==> src/rtl/uart_pkg.sv <==
// Shared UART definitions: FSM state encoding, frame layout and bit-period helper.
// Latency: none (types and constants only).
// Backpressure: none; the transmitter and a future receiver both import this.
package uart_pkg;

    typedef enum logic [1:0] {
        IDLE  = 2'd0,
        FETCH = 2'd1,
        LOAD  = 2'd2,
        SEND  = 2'd3
    } tx_state_t;

    // start + 8 data + stop
    localparam int   FRAME_BITS = 10;
    localparam logic START_BIT  = 1'b0;
    localparam logic STOP_BIT   = 1'b1;

    // Clock cycles per serial bit, integer-truncated.
    function automatic int symbol_edge_time(input int clock_freq, input int baud_rate);
        return clock_freq / baud_rate;
    endfunction

endpackage

==> src/rtl/uart_baud_tick.sv <==
// Bit-period counter: counts while enabled, flags the last cycle of each bit period.
// Latency: tick is combinational from the count, high in cycle SYMBOL_EDGE_TIME-1 of a period.
// Backpressure: none; clr holds the count at zero so a new bit period starts cleanly.
module uart_baud_tick #(
    parameter int SYMBOL_EDGE_TIME = 1085,
    parameter int CNT_WIDTH        = (SYMBOL_EDGE_TIME > 1) ? $clog2(SYMBOL_EDGE_TIME) : 1
) (
    input  logic clk,
    input  logic rst,
    input  logic clr,
    input  logic en,
    output logic tick
);

    localparam logic [CNT_WIDTH-1:0] LAST = CNT_WIDTH'(SYMBOL_EDGE_TIME - 1);

    logic [CNT_WIDTH-1:0] cnt;

    // Count 0..LAST and fold back to zero on the boundary; never runs past LAST.
    always_ff @(posedge clk) begin
        if (rst || clr) begin
            cnt <= '0;
        end else if (en) begin
            if (cnt == LAST) begin
                cnt <= '0;
            end else begin
                cnt <= cnt + CNT_WIDTH'(1);
            end
        end
    end

    assign tick = en && (cnt == LAST);

endmodule

==> src/rtl/fifo_uart_tx.sv <==
// Drains a transmit FIFO one byte at a time and sends each byte as an 8N1 UART frame.
// Latency: fifo_empty low seen in IDLE at t -> pop at t+1 -> start bit on the line from t+3.
// Backpressure: pops only from IDLE when not empty; fifo_empty is ignored while a frame is in flight.
module fifo_uart_tx
    import uart_pkg::*;
#(
    parameter int CLOCK_FREQ       = 125_000_000,
    parameter int BAUD_RATE        = 115_200,
    parameter int SYMBOL_EDGE_TIME = symbol_edge_time(CLOCK_FREQ, BAUD_RATE),
    parameter int CNT_WIDTH        = (SYMBOL_EDGE_TIME > 1) ? $clog2(SYMBOL_EDGE_TIME) : 1
) (
    input  logic       clk,
    input  logic       rst,
    input  logic       fifo_empty,
    output logic       fifo_rd_en,
    input  logic [7:0] fifo_dout,
    output logic       serial_out,
    output logic       tx_busy
);

    localparam logic [3:0] LAST_BIT = 4'(FRAME_BITS - 1);

    tx_state_t             state;
    logic [3:0]            bit_cnt;
    logic [FRAME_BITS-1:0] shreg;
    logic                  baud_tick;

    // The bit timer only runs in SEND; every other state parks it at zero so the
    // start bit loaded in LOAD gets a full period.
    uart_baud_tick #(
        .SYMBOL_EDGE_TIME (SYMBOL_EDGE_TIME),
        .CNT_WIDTH        (CNT_WIDTH)
    ) u_baud (
        .clk  (clk),
        .rst  (rst),
        .clr  (state != SEND),
        .en   (state == SEND),
        .tick (baud_tick)
    );

    // Frame sequencer: pop, capture the byte a cycle later, then shift it out LSB first.
    always_ff @(posedge clk) begin
        if (rst) begin
            state      <= IDLE;
            serial_out <= STOP_BIT;
            bit_cnt    <= '0;
            shreg      <= '1;
        end else begin
            case (state)
                IDLE: begin
                    serial_out <= STOP_BIT;
                    if (!fifo_empty) begin
                        state <= FETCH;
                    end
                end
                // Pop is decoded from this state; read data arrives next cycle.
                FETCH: begin
                    state <= LOAD;
                end
                LOAD: begin
                    shreg      <= {STOP_BIT, fifo_dout, START_BIT};
                    serial_out <= START_BIT;
                    bit_cnt    <= '0;
                    state      <= SEND;
                end
                SEND: begin
                    if (baud_tick) begin
                        if (bit_cnt == LAST_BIT) begin
                            // Stop bit has had its full period; back to idle-high.
                            serial_out <= STOP_BIT;
                            bit_cnt    <= '0;
                            shreg      <= '1;
                            state      <= IDLE;
                        end else begin
                            shreg      <= {1'b1, shreg[FRAME_BITS-1:1]};
                            serial_out <= shreg[1];
                            bit_cnt    <= bit_cnt + 4'd1;
                        end
                    end
                end
                default: begin
                    state <= IDLE;
                end
            endcase
        end
    end

    assign fifo_rd_en = (state == FETCH);
    assign tx_busy    = (state != IDLE);

endmodule

==> config.mk <==
export PLATFORM = sky130hd
export DESIGN_NAME = fifo_uart_tx
export DESIGN_NICKNAME = d
export VERILOG_FILES = /design/src/rtl/uart_pkg.sv /design/src/rtl/uart_baud_tick.sv /design/src/rtl/fifo_uart_tx.sv
export SDC_FILE = /design/constraint.sdc
export NUM_CORES = 1
export LEC_CHECK = 0
export BUFFER_PORTS_ARGS = -buffer_cell sky130_fd_sc_hd__buf_2
export CAP_MARGIN = 20
export CELL_PAD_IN_SITES_DETAIL_PLACEMENT = 0
export CELL_PAD_IN_SITES_GLOBAL_PLACEMENT = 1
export CORE_MARGIN = 2
export CORE_UTILIZATION = 47
export DETAILED_ROUTE_END_ITERATION = 8
export HOLD_SLACK_MARGIN = 0.1
export PLACE_DENSITY_LB_ADDON = 0.12
export SYNTH_ARGS = -nofsm -noshare
export SYNTH_HDL_FRONTEND = slang
export SYNTH_SLANG_ARGS = --single-unit
==> constraint.sdc <==
create_clock -name clk -period 3.9 [get_ports clk]
set_clock_uncertainty 0.15 [all_clocks]
set_input_delay 0.195 -clock clk [delete_from_list [all_inputs] [get_ports clk]]
set_output_delay 0.195 -clock clk [all_outputs]
set_load 0.01 [all_outputs]
# Word level (Yosys, flattened, before mapping)
# Index checks and enable logic that the tools add are counted.
[word_totals]
regBits = 28
out_inout_bits = 3
elab_cells = 39
[op_classes]
add_sub_neg = 2
n_eq_ne = 9
mux = 14
reduce_logical = 9
[ops]
columns = ["op", "count"]
rows = [
  ["one-hot mux 10 bit (2 select lines)", 1],
  ["adder 11 x 1 -> 11 bit (second input constant)", 1],
  ["equality test 11 bit (second input constant)", 1],
  ["two-way mux 11 bit", 1],
  ["two-way mux 10 bit", 1],
  ["two-way mux 9 bit", 1],
  ["two-way mux 4 bit", 2],
  ["!= test 2 bit (second input constant)", 4],
  ["one-hot mux 2 bit (4 select lines)", 1],
  ["one-hot mux 4 bit (2 select lines)", 1],
  ["two-way mux 2 bit", 3],
  ["adder 4 x 1 -> 4 bit (second input constant)", 1],
  ["equality test 2 bit (second input constant)", 2],
  ["equality test 4 bit (second input constant)", 1],
  ["AND reduction 2 bit", 2],
  ["nonzero test 2 bit", 2],
  ["one-hot mux 1 bit (3 select lines)", 1],
  ["AND reduction 3 bit", 1],
  ["nonzero test 3 bit", 1],
  ["equality test 2 x 1 -> 1 bit (second input constant)", 1],
  ["logical NOT 2 bit", 1],
  ["two-way mux 1 bit", 2],
  ["logical AND 1 bit", 1],
  ["logical OR 1 bit", 1],
]

# Longest topological paths before layout
[logic_depth]
depth_word = 4
mapped_depth = 8
mapped_depth_nobuf = 6

# By module
# Synthesis repeated with hierarchy kept, for this count alone.
[hier_totals]
hier_cells = 158
hier_area_um2 = 1446.4
[modules_own_cells]
columns = ["mod", "instances", "cells_per_inst", "area_each_um2"]
rows = [
  ["fifo_uart_tx", 1, 98, 893.4],
  ["uart_baud_tick", 1, 60, 553.0],
]

# Worst setup path after synthesis
# Ideal clock, no wire load.
[synth_timing]
kind = "register to register"
from = "register u_baud.cnt[0]"
to = "register u_baud.cnt[6]"
arrival_ps = 1573
t_required_ps = 3686
path_slack_ps = 2113
stages_incl_launch_ff = 9
synth_period_minus_slack_ps = 1787
path_cell_list = "dfxtp_1 inv_1 ha_1 and4_4 and3_1 buf_6 or2_1 buf_4 nor2_1"
[synth_between]
elab_chain_cells = 2
word_cells_on_any_way = 3
classes_between = "add/sub: 1; eq/ne: 1; mux: 1"
[synth_rtl]
columns = ["item", "line_no", "rtl"]
rows = [
  ["start, declared", "uart_baud_tick.sv:17", "logic [CNT_WIDTH-1:0] cnt;"],
  ["start signal, assigned", "uart_baud_tick.sv:27", "cnt <= cnt + CNT_WIDTH'(1);"],
  ["adder 11 x 1 -> 11 bit or equality test 11 bit (tied branches)", "uart_baud_tick.sv:27, uart_baud_tick.sv:24", ""],
  ["two-way mux 11 bit *", "uart_baud_tick.sv:24", "if (cnt == LAST) begin"],
]
# Every way passes the cells marked *; elsewhere a longest branch is shown, timed or not.
# A chain may end at the register's enable or synchronous reset.

# Worst setup path after layout
[layout_timing]
from = "register state[0]"
to = "register shreg[4]"
[layout_between]
elab_chain_cells = 4
word_cells_on_any_way = 7
classes_between = "eq/ne: 3; mux: 1; reduce/logical: 3"
[layout_rtl]
columns = ["item", "line_no", "rtl"]
rows = [
  ["start, declared", "fifo_uart_tx.sv:23", "tx_state_t state;"],
  ["start signal, assigned", "fifo_uart_tx.sv:44", "state <= IDLE;"],
  ["start signal, assigned", "fifo_uart_tx.sv:53", "state <= FETCH;"],
  ["start signal, assigned", "fifo_uart_tx.sv:58", "state <= LOAD;"],
  ["equality test 2 bit", "fifo_uart_tx.sv:37, fifo_uart_tx.sv:49", ""],
  ["logical AND 1 bit", "uart_baud_tick.sv:32", "assign tick = en && (cnt == LAST);"],
  ["!= test 2 bit (no source line)", "-", ""],
  ["AND reduction 2 bit (no source line)", "-", ""],
  ["end signal, assigned", "fifo_uart_tx.sv:61", "shreg <= {STOP_BIT, fifo_dout, START_BIT};"],
  ["end signal, assigned", "fifo_uart_tx.sv:75", "shreg <= {1'b1, shreg[FRAME_BITS-1:1]};"],
  ["end, declared", "fifo_uart_tx.sv:25", "logic [FRAME_BITS-1:0] shreg;"],
]
# Several ways; a longest one is shown, not always the timed one.

==> impl_summary.log <==
[metrics] Synth Warn #: 0
[metrics] number of antenna violations at the first check in global routing: 0
[metrics] clock latency of the later-clocked register in the worst-skew pair: ~0.32 ns
[metrics] per-instance average area after synthesis: 9.02 sq um
[metrics] number of nets produced by synthesis: 181
[metrics] required time at the endpoint of the critical path: 3.98 ns
[metrics] global-route wire length before repair: 4500 microns
[metrics] Initial Utilization: about half
[metrics] TritonCTS clock tree: yes
[metrics] post-route clock period utilization: between 50 and 60%
[metrics] multi-input logic area: roughly 840 sq um
[metrics] ratio of cells with drive above 1 in the final layout: 13.4%
[metrics] Post-Syn Instances: 161
[metrics] half-perimeter wire length after detailed placement: 1940 microns
[metrics] max-cap violations: 0
[metrics] number of fillers in the final layout: 295
[metrics] post-route antenna net violation count: 0
[metrics] largest net degree at the start of global routing: 22
[metrics] total CTS buffers: 3
[metrics] H-tree levels: 1
[metrics] RSZ-0062 raised after global routing: false
[metrics] DRC violation total after the first TritonRoute iteration: 27
[metrics] Vias/cell: 5.51
[metrics] path type of the worst min-delay path: in -> reg
[metrics] Sequential cell area: 520 sq um
[metrics] start of the worst register-to-register path: state[0]
[metrics] slew margin rel.: approximately 64%
[metrics] CTS max path bufs: 2
[metrics] distinct cell type count of the synthesized netlist: 39
[metrics] cell with the largest stage delay on the worst path: ha_1
[metrics] number of placed instances with taps included: 199
[metrics] Tot GR Track Use: approximately 17%
[metrics] final hold vios: 0
[metrics] highest clock frequency the design can meet: 453 MHz
[metrics] setup repair bufs after CTS: 0
[metrics] maximum ir drop on the vdd rail: 0.166 mV
[metrics] Die Height: about 60 microns
[metrics] number of buffers added on ports: 13
[metrics] non-filler instance count after layout: approximately 200
[metrics] worst hold stages: 2
[metrics] antenna fix cells: 0
[metrics] critical path type: reg -> reg
[metrics] kind of cell adding the most delay to the critical path: compound AO/OA/AOI/OAI gates
[metrics] I/O Pins: 14
[metrics] Worst Setup End Kind: flop
[metrics] Avg WL per Cell: 12.7 microns
[metrics] stage delay of the slowest cell on the critical path: 0.52 ns
[metrics] cell-by-cell listing of the critical path: ha_1 -> nor2b_1 -> a41oi_4 -> a211oi_1 -> a211o_1
[metrics] via count: 1129
[metrics] power per unit of standard cell area: ~460 nW/um^2
[metrics] leakage: 0.601 nW
[metrics] cell chosen for the clock root: clkbuf_4
[metrics] Core ar.: 3000 sq um
[metrics] max-slew violation total from the final report: 0
[metrics] worst-path maximum fanout: 17
[metrics] width of the die: approximately 60 microns
[metrics] Critical Path Start Type: flop
[metrics] total buffers and inverters traversed by the critical path: 0
[metrics] total number of placement rows: 20
[metrics] outcome: completed
[metrics] overall overflow remaining after global route: 0
[metrics] Syn-to-layout area delta: 7.41%
[metrics] flop and latch count out of synthesis: 26
[metrics] DRC violation count after routing: 0
[metrics] fin nets: 193
[metrics] overall power: 0.000721 W
[metrics] WL final: roughly 2600 microns
[metrics] beginning of the worst hold path: rst
[metrics] WHS Endpoint: bit_cnt[0]
[metrics] number of global-route vias before repair: 1084
[metrics] R2R setup slack: around 1.7 ns
[metrics] sequential-to-total area share from yosys stat: 35.8%
[metrics] final weighted congestion of routability-driven global placement: roughly 0.81
[metrics] data arrival time at the worst-slack endpoint: about 2.3 ns
[metrics] worst r2r path cells: 5
[metrics] die area: 3550 sq um
[metrics] area of the mapped netlist: ~1500 sq um
[metrics] clk slew on worst S/H paths: 0.14 ns
[metrics] total number of clock tree sinks: 26
[metrics] setup violation total in the final timing report: 0
[metrics] minimum period implied by the final worst setup slack: between 2 and 2.5 ns
[metrics] endpoint of the worst register-to-register path: shreg[4]
[metrics] actual transition at the worst max-transition pin: 0.539 ns
[metrics] total negative setup slack: 0 ns
[metrics] Pre-antenna DRT Iters: 4
metal layers:
layer | share of wire [%] | vias to the layer above | GRT usage (%)
li1 | - | 596 | -
met1 | 49 | 519 | 19.7
met2 | 48 | 10 | 29.2
met3 | 1.8 | 4 | 3.71
met4 | 1.2 | 0 | 6.98
met5 | 0 | - | 0
cell type report:
type                            instances  share of cell area, %
Tap cell                               33                   2.65
Inverter                                7                   1.68
Sequential cell                        26                   33.4
Multi-Input combinational cell        119                   54.0
Clock buffer                            4                   2.33
Timing Repair Buffer                   16                   5.93
per-stage QoR:
stage / setup slack [ns] / hold WS, ns / instance area, sq um / util [%]
finish: 1.69 / 0.120 / 1560 / 52.0
global route: 1.57 / 0.150 / 1560 / 52.0
CTS: 1.71 / 0.119 / 1560 / 52.0
detailed placement: 1.72 / 0.300 / 1500 / 50.1
global placement: 1.80 / 0.296 / 1500 / 50.1
floorplan: 2.11 / 0.239 / 1450 / -
state kept, by name, indices dropped and copies added, names as in the netlist:
register,count
serial_out,1
shreg,8
state,2
bit_cnt,4
u_baud.cnt,11
synthesized netlist by cell type:
cell      instances  share of area, %
and4_1            1              0.60
mux2i_1           2               1.4
nand3_2           1              0.69
buf_4             1              0.52
nand2_1           2              0.52
nor4_4            1               1.5
clkbuf_1          3              0.78
nand3_1           7               2.4
nor3b_1           2               1.0
dfxtp_1          26                36
a211oi_1          9               4.7
buf_2             2              0.69
and3_1            3               1.3
mux2_4            1               1.0
and3b_1           1              0.60
a311oi_1          1              0.60
xor2_1            6               3.6
nand4b_1          2               1.2
xnor2_1           3               1.8
buf_6             3               2.3
inv_1             7               1.8
a41oi_4           1               1.9
and4b_1           1              0.69
and4_4            1              0.78
nand3b_1          2               1.0
a31oi_1           1              0.43
o21ai_0           2              0.69
a211o_1           7               4.2
o21bai_1          2               1.0
or2_1             1              0.43
nor2_1           29               7.5
a21oi_1           3               1.0
a22oi_1           2               1.0
nand4_1           4               1.7
ha_1              9               7.8
and2_1            1              0.43
nor2b_1           3               1.3
nor3_1            3               1.0
nand2b_1          5               2.2
logic make-up (layout without fill, tap and decap cells):
logic type / Yosys count / in the layout / synth area share, %
buf+inv: 16 / 27 / 6.12
simple gates: 70 / 70 / 26.9
compound gates: 28 / 28 / 15.6
mux: 3 / 3 / 2.41
xor+xnor: 9 / 9 / 5.43
fa+ha+maj: 9 / 9 / 7.75
flops: 26 / 26 / 35.8
power by group:
| group | internal (W) | switching (W) | leakage (nW) | total, W |
|---|---|---|---|---|
| combinational | 0.000108 | 0.000133 | 0.369 | 0.000241 |
| clock | 0.0000571 | 0.0000804 | 0.0210 | 0.000137 |
| sequential | 0.000312 | 0.0000292 | 0.211 | 0.000342 |
| total | 0.000478 | 0.000243 | 0.601 | 0.000721 |
cells in the final DEF (no fill, tap or decap), drive strengths merged, types with 2 or more instances in the layout:
cell and n:
nor2 29, dfxtp 26, buf 14, a211oi 9, ha 9, nand3 8, inv 7, a211o 7
xor2 6, nand2b 5, nand4 4, clkbuf 4, nor2b 3, and3 3, a21oi 3, nor3 3
xnor2 3, nand2 2, nand3b 2, nand4b 2, nor3b 2, o21bai 2, o21ai 2, a22oi 2
mux2i 2, dlygate4sd3 2, and4 2
worst max-delay path by stage:
stage | startpoint | endpoint | slack [ns] | cells past startpoint
2_1_floorplan | u_baud.cnt[0] | u_baud.cnt[6] | 2.11 | 8
3_3_place_gp | state[0] | shreg[7] | 1.80 | 5
3_5_place_dp | state[0] | shreg[5] | 1.72 | 5
4_1_cts | state[0] | shreg[5] | 1.71 | 5
5_1_grt | state[1] | shreg[5] | 1.57 | 5
6_report | state[0] | shreg[4] | 1.69 | 5
timing repair:
item                                   in CTS  in global routing
endpoints found under the hold margin       3                  0
hold buffers                                2                  0
resized for setup                           0                  0
Note: power is estimated with default switching activity, not from simulation.
